**src/rtl/moore_run_pkg.sv**
```systemverilog
// Shared types and transition rule for the run-length Moore detector.
// Latency: none (types/functions only); backpressure: not applicable.
package moore_run_pkg;

    localparam int DEF_RUN_LEN = 4;
    localparam int DEF_CNT_W   = 4;
    // Four bits cover every legal RUN_LEN (2..15).
    localparam int ST_CNT_W    = 4;

    typedef struct packed {
        logic                init;
        logic                last;
        logic [ST_CNT_W-1:0] cnt;
    } run_state_t;

    localparam run_state_t S_RESET = '{init: 1'b0, last: 1'b0, cnt: '0};

    function automatic logic state_ok(run_state_t s, logic [ST_CNT_W-1:0] run_len);
        if (!s.init)
            return s.cnt == '0;
        return (s.cnt != '0) && (s.cnt <= run_len);
    endfunction

    function automatic run_state_t next_state(run_state_t s, logic w,
                                              logic [ST_CNT_W-1:0] run_len);
        run_state_t n;
        n      = s;
        n.init = 1'b1;
        n.last = w;
        if (!state_ok(s, run_len))
            n = S_RESET;
        else if (!s.init || (s.last != w))
            n.cnt = ST_CNT_W'(1);
        else if (s.cnt < run_len)
            n.cnt = s.cnt + 1'b1;
        return n;
    endfunction

endpackage

```
**src/rtl/run_counter.sv**
```systemverilog
// Saturating up-counter with synchronous clear and load-to-one.
// Latency: 1 cycle; backpressure: none.
module run_counter #(
    parameter int               CNT_W = 4,
    parameter logic [CNT_W-1:0] MAX   = '1
) (
    input  logic             core_clk,
    input  logic             clr,
    input  logic             load1,
    input  logic             inc,
    output logic [CNT_W-1:0] cnt
);

    always_ff @(posedge core_clk) begin
        if (clr)
            cnt <= '0;
        else if (load1)
            cnt <= CNT_W'(1);
        else if (inc && (cnt != MAX))
            cnt <= cnt + 1'b1;
    end

endmodule

```
**src/rtl/moore_run_detector.sv**
```systemverilog
// Flags F when the last RUN_LEN samples of w were equal; MOORE_RUN_DETECTOR_STATE_OUT_EN adds state_dbg.
// Latency: F registered at the edge capturing the RUN_LEN-th equal sample; backpressure: none.
module moore_run_detector
    import moore_run_pkg::*;
#(
    parameter int RUN_LEN = DEF_RUN_LEN,
    parameter int CNT_W   = DEF_CNT_W
) (
    input  logic             CLK,
    input  logic             RST,
    input  logic             w,
`ifdef MOORE_RUN_DETECTOR_STATE_OUT_EN
    output logic [CNT_W:0]   state_dbg,
`endif
    output logic             F
);

    localparam logic [ST_CNT_W-1:0] RL_ST  = ST_CNT_W'(RUN_LEN);
    localparam logic [CNT_W-1:0]    RL_CNT = CNT_W'(RUN_LEN);

    logic             init_q;
    logic             last_q;
    logic [CNT_W-1:0] cnt;
    run_state_t       cur;
    run_state_t       nxt;
    logic             cnt_clr;
    logic             cnt_load1;
    logic             cnt_inc;

    always_comb begin
        cur      = S_RESET;
        cur.init = init_q;
        cur.last = last_q;
        cur.cnt  = ST_CNT_W'(cnt);
        nxt      = next_state(cur, w, RL_ST);
    end

    // The counter mirrors nxt.cnt: clear to 0, restart at 1, or step/saturate.
    always_comb begin
        cnt_clr   = RST || (nxt.cnt == '0);
        cnt_load1 = !cnt_clr && (nxt.cnt == ST_CNT_W'(1));
        cnt_inc   = !cnt_clr && !cnt_load1;
    end

    run_counter #(
        .CNT_W (CNT_W),
        .MAX   (RL_CNT)
    ) u_run_counter (
        .core_clk (CLK),
        .clr      (cnt_clr),
        .load1    (cnt_load1),
        .inc      (cnt_inc),
        .cnt      (cnt)
    );

    always_ff @(posedge CLK) begin
        if (RST) begin
            init_q <= 1'b0;
            last_q <= 1'b0;
            F      <= 1'b0;
        end else begin
            init_q <= nxt.init;
            last_q <= nxt.last;
            F      <= nxt.init && (nxt.cnt == RL_ST);
        end
    end

`ifdef MOORE_RUN_DETECTOR_STATE_OUT_EN
    assign state_dbg = {last_q, cnt};

    run_len_legal: assert property (@(posedge CLK)
        (RUN_LEN >= 2) && ((64'd1 << CNT_W) > 64'(RUN_LEN)));
`endif

endmodule

```
**config.mk**
```make
export PLATFORM = sky130hd
export DESIGN_NAME = moore_run_detector
export DESIGN_NICKNAME = d
export VERILOG_FILES = /design/src/rtl/moore_run_pkg.sv /design/src/rtl/run_counter.sv /design/src/rtl/moore_run_detector.sv
export SDC_FILE = /design/constraint.sdc
export NUM_CORES = 1
export LEC_CHECK = 0
export CORE_AREA = 2 2 39 41
export CTS_CLUSTER_DIAMETER = 60
export DETAILED_ROUTE_END_ITERATION = 10
export DIE_AREA = 0 0 41 43
export SYNTH_ARGS = -nofsm -noshare
export SYNTH_HDL_FRONTEND = slang
export SYNTH_SLANG_ARGS = --single-unit
```
**constraint.sdc**
```tcl
create_clock -name CLK -period 1.6 [get_ports CLK]
set_clock_uncertainty 0.1 [all_clocks]
set_input_delay 0.24 -clock CLK [delete_from_list [all_inputs] [get_ports CLK]]
set_output_delay 0.24 -clock CLK [all_outputs]
set_load 0.02 [all_outputs]
```
Word-level counts from Yosys, hierarchy flattened

Cells that the tools add are included.

Bits in registers: 7

Magnitude comparators: 2
Equal/unequal tests: 4
Multiplexer cells: 7
Add/sub/neg operators: 1
Bitwise operators: 1
Reductions and logical operators: 16

Operators by type and width:

| kind                                                                  | number |
|---|---|
| 4-bit two-way mux                                                     | 3 |
| 4-bit zero test                                                       | 2 |
| 1-bit logical AND                                                     | 5 |
| 4-bit by 1-bit adder with 4-bit output, second input constant         | 1 |
| 4-bit by 1-bit == test with 1-bit output, second input constant       | 1 |
| 4-bit by 3-bit == test with 1-bit output, second input constant       | 1 |
| 4-bit by 3-bit <= comparator with 1-bit output, second input constant | 1 |
| 4-bit by 3-bit < comparator with 1-bit output, second input constant  | 1 |
| 4-bit by 3-bit != test with 1-bit output, second input constant       | 1 |
| 4-bit nonzero test                                                    | 1 |
| 2-bit OR reduction                                                    | 2 |
| 1-bit zero test                                                       | 3 |
| 1-bit two-way mux                                                     | 3 |
| 1-bit logical OR                                                      | 2 |
| 2-bit two-way mux                                                     | 1 |
| 2-bit nonzero test                                                    | 1 |
| 1-bit != test                                                         | 1 |
| 1-bit inverter                                                        | 1 |

Longest topological paths before layout

Depth after elaboration: 13
Depth in mapped cells: 5
Gate-level depth less buffers: 5

By module

A second synthesis with hierarchy kept.

Cells, all modules: 50
Area total of the unflattened synthesis: 447.9 um2

Modules (own cells, without submodules):

| module             | cells an instance | instances | area an instance (um2) | seq. area each (um2) |
|---|---|---|---|---|
| run_counter        | 26                | 1         | 227.7                  | 80.1 |
| moore_run_detector | 24                | 1         | 220.2                  | 60.1 |

Least setup slack after synthesis

OpenSTA, ideal clock, no wires.

Path kind: register to register
Start: reg u_run_counter.cnt[0]
End: reg u_run_counter.cnt[2]
Path buffers: 0
Arrival time: 1.234 ns
Library setup time: 0.088 ns
Period minus slack after synthesis: 1.422 ns
Stages on the path, launching flop included: 6
Path slack: 0.178 ns
Cells stage by stage: dfxtp_1 inv_1 ha_1 xor2_1 o211ai_2 nor4_2

Word-level cells in the longest chain between the ends: 11
Elaborated cells on any way between the ends: 20
Those cells by class: add/sub (1); order compare (2); eq/ne (2); mux (4); reduce/logical (11)

Ends and longest elaborated chain:

| item                                                                 | line                                               | text |
|---|---|---|
| from (decl)                                                          | run_counter.sv:11                                  | `output logic [CNT_W-1:0] cnt` |
| from (signal assigned)                                               | run_counter.sv:20                                  | `cnt <= cnt + 1'b1;` |
| 4-bit by 1-bit adder with 4-bit output, or another cell as far along | moore_run_pkg.sv:35, run_counter.sv:20             |  |
| 4-bit two-way mux / 1-bit logical AND (equally long branches)        | moore_run_pkg.sv:34, moore_run_pkg.sv:21           |  |
| 4-bit two-way mux / 1-bit two-way mux (equally long branches)        | moore_run_pkg.sv:32, moore_run_pkg.sv:21           |  |
| 4-bit two-way mux                                                    | moore_run_pkg.sv:30                                | `if (!state_ok(s, run_len))` |
| 4-bit zero test                                                      | moore_run_detector.sv:40                           | `cnt_clr = RST \|\| (nxt.cnt == '0);` |
| 1-bit logical OR                                                     | moore_run_detector.sv:40                           |  |
| 1-bit zero test                                                      | moore_run_detector.sv:41, moore_run_detector.sv:42 |  |
| 1-bit logical AND                                                    | moore_run_detector.sv:41                           | `cnt_load1 = !cnt_clr && (nxt.cnt == ST_CNT_W'(1));` |
| 1-bit zero test                                                      | moore_run_detector.sv:42                           | `cnt_inc = !cnt_clr && !cnt_load1;` |
| 1-bit logical AND                                                    | moore_run_detector.sv:42                           |  |
| 1-bit logical AND                                                    | run_counter.sv:19                                  | `else if (inc && (cnt != MAX))` |

Parallel ways exist; a longest one is shown, timed or not.
A chain may end at the register's enable or synchronous reset.

Final worst setup path

Start: reg F
End: out F

RTL lines:

| item                   | line                     | text |
|---|---|---|
| from (decl)            | moore_run_detector.sv:15 | `output logic F` |
| from (signal assigned) | moore_run_detector.sv:64 | `F <= nxt.init && (nxt.cnt == RL_ST);` |

No word-level cell between the ends.

==> flow_summary_export.csv <==
group,metric,value,unit
outcome,status,"finished clean",
setup_path,slowest_stage,"clkdlybuf4s50_1",
synth,synth-async-reset-ratio,0,%
die,rows,14,
power_and_ir_drop,finalPower,381,uW
placed_design,place_area,388,sq um
cells_and_area,nets,48,
global_routing,grt_max_degree,8,
global_routing,grt_pass1_wl,1010,um
global_routing,antenna_found_initial,0,
route,drtPass1Iterations,2,
clock_tree,tritoncts,"yes",
clock_tree,cts_root_buf,"clkbuf_4",
synth,synth_edf_count,0,
timing,finalHoldViolCount,0,
synth,syn_nets,39,
synth,yosysMostFrequentCell,"dfxtp_1",
die,die_x,41,um
route,initialDrtViolationCount,2,
route,vias_per_cell,4.17,
route,drt.antenna.violating_nets,0,
min_path,hp-class,"reg2reg",
placed_design,dp_slack,83.8,ps
clock_tree,clk_pin_slew,50,ps
global_routing,overflow,0,
power_and_ir_drop,power_frac_seq,49.1,%
setup_path,critical-path-top-delay-family,"buffers and inverters",
setup_path,r2r_cells,5,
die,io_pins,4,
timing,rsz0062_at_grt,"no",
setup_path,reg2reg_slack,160,ps
min_path,min_delay_path_depth,1,
power_and_ir_drop,ir_worst_vdd,0.000375,V
power_and_ir_drop,p_clk_share,39.6,%
setup_path,cp.arrival,1130,ps
min_path,worstHoldStart,"u_run_counter.cnt[3]",
timing,fin_crit,1470,ps
power_and_ir_drop,power_density,876,nW/um^2
timing,tns,0,ps
route,postRouteWirelength,539,um
synth,avgSynthCellArea,9.72,sq um
cells_and_area,num_antenna_cells,0,
cells_and_area,regArea,141,sq um
power_and_ir_drop,combPwrFrac,11.3,%
setup_path,required,1260,ps
cells_and_area,drive_above_1_share,26.2,%
clock_tree,clock_path_buffers,2,
power_and_ir_drop,leakage,0.168,nW
power_and_ir_drop,intPower,298,uW
timing,finalSetupViolCount,0,
setup_path,cp-end-kind,"output port",
synth,ys_warn_count,0,
cells_and_area,area_growth,31.4,%
timing,clock.fmax,680,MHz
setup_path,worstSetupPathType,"reg2out",
die,core-area,1380,sq um
synth,ys_types,17,
cells_and_area,multi_input_area,190,sq um
power_and_ir_drop,switchingPower,82.2,uW
clock_tree,cts_made_buffers,3,
synth,ys_top_cells_by_count,"7 x dfxtp_1, 5 x inv_1, 3 x nor2_1",
route,vias,242,
synth,yosysSeqAreaShare,42.4,%
timing,finalCritPeriodShare,91.9,%
min_path,min_to,"F",
global_routing,grt_pass1_vias,254,
clock_tree,cts.sinks,7,
timing,slew_viol_final,0,
setup_path,start_kind,"flop",
setup_path,path_cells,"clkdlybuf4s50_1",
route,remaining_drc_errors,0,
placed_design,gp_congestion,0.688,
placed_design,io_buffers,3,
synth,ys.flop_type,"dfxtp_1",
synth,syn_area,330,sq um
cells_and_area,fin_util,31.4,%
setup_path,r2r-end,"F",
synth,synth_area_leaders,"dfxtp_1 42%, ha_1 7.6%, nor4_2 7.6%, inv_1 5.7%, xnor2_1 5.3%",
timing,setup_slack,130,ps
power_and_ir_drop,p_sw_share,21.6,%
synth,netlist_instances,34,
setup_path,critPathMaxStageDelay,590,ps
clock_tree,clock_latency,240,ps
synth,synth-seq-cells,7,
setup_path,cp.buffers_inverters,1,
clock_tree,postCtsSetupBuffers,0,
global_routing,grt_use_total,8.75,%
die,initial_utilization,23.9,%
synth,synth_top_area_share,42.4,%
setup_path,critPathMaxFanout,1,
die,die_h,43,um
cells_and_area,design_area,434,sq um
setup_path,reg2reg_from,"u_run_counter.cnt[0]",
run,drv_cap,0,
route,drt-wirelength-per-cell,9.29,um
synth,yosysTopAreaCell,"dfxtp_1",
clock_tree,cts_max_level,1,
placed_design,dp_hpwl,426,um
die,dieArea,1760,sq um
cells_and_area,fill_cells,147,
worst max path at each step:
stage	from	cells past startpoint	slack, ps	to
after detailed placement	u_run_counter.cnt[1]	5	80	u_run_counter.cnt[2]
final	F	1	130	F
after CTS	u_run_counter.cnt[1]	5	60	u_run_counter.cnt[2]
after global routing	u_run_counter.cnt[0]	5	8	F
after floorplan	u_run_counter.cnt[0]	5	180	u_run_counter.cnt[2]
after global placement	w	4	140	u_run_counter.cnt[2]
power groups by stage:
stage / clock network [mW] / logic, mW / registers (mW)
after floorplan: 0 / 0.0240 / 0.190
after global placement: 0 / 0.0373 / 0.190
after detailed placement: 0 / 0.0375 / 0.190
after CTS: 0.160 / 0.0380 / 0.187
after global routing: 0.166 / 0.0488 / 0.187
final: 0.151 / 0.0429 / 0.187
kinds of logic after synthesis:
| group | count (synthesis) | synth area share, % |
|---|---|---|
| compound gates | 5 | 12.1 |
| xor+xnor | 3 | 7.96 |
| fa+ha+maj | 2 | 7.57 |
| buf+inv | 5 | 5.68 |
| flops | 7 | 42.4 |
| mux | 1 | 3.03 |
| other cells | 1 | 1.14 |
| simple gates | 10 | 20.1 |
routing by layer:
| layer | up-vias | track usage [%] | share of wire (%) |
|---|---|---|---|
| li1 | 129 | - | - |
| met1 | 111 | 11.3 | 44 |
| met2 | 2 | 11.6 | 54 |
| met3 | 0 | 1.57 | 1.9 |
| met4 | 0 | 8.00 | 0 |
| met5 | - | 0 | 0 |
registers in the layout (all words and copies together) (netlist names):
| register | flops |
|---|---|
| init_q | 1 |
| F | 1 |
| last_q | 1 |
| u_run_counter.cnt | 4 |
what timing repair did:
| action | CTS | global route |
|---|---|---|
| gates resized for setup | 0 | 3 |
| hold buffers | 0 | 0 |
| setup endpoints to repair | 0 | 2 |
through the flow:
stage | hold WS, ps | instances
floorplan | 252 | 34
global placement | 396 | 54
global route | 431 | 58
detailed placement | 391 | 54
CTS | 403 | 58
finish | 393 | 58
layout make-up:
type                       instances  share of cell area (%)
sequential                         7                    32.6
timing repair buffer               4                    8.65
multi-input combinational         22                    43.8
clock buffer                       4                    6.05
inverter                           5                    4.32
tap                               16                    4.61
layout by cell type, fill, tap and decap left out:
cell	synthesis	layout
a31oi_1	2	2
clkdlybuf4s50_1	0	3
nand2_1	2	2
inv_1	5	5
nand3b_1	1	1
mux2i_1	1	1
o211ai_2	1	1
xnor2_1	2	2
dfxtp_1	7	6
a21bo_2	1	1
nor2_1	3	3
a21oi_1	1	1
nor4bb_2	0	1
buf_4	0	1
clkbuf_1	0	1
nor4_2	2	2
nor3_1	1	1
ha_1	2	1
dfxtp_2	0	1
conb_1	1	1
ha_4	0	1
clkbuf_4	0	3
xor2_1	1	1
(Power assumes the default switching activity.)
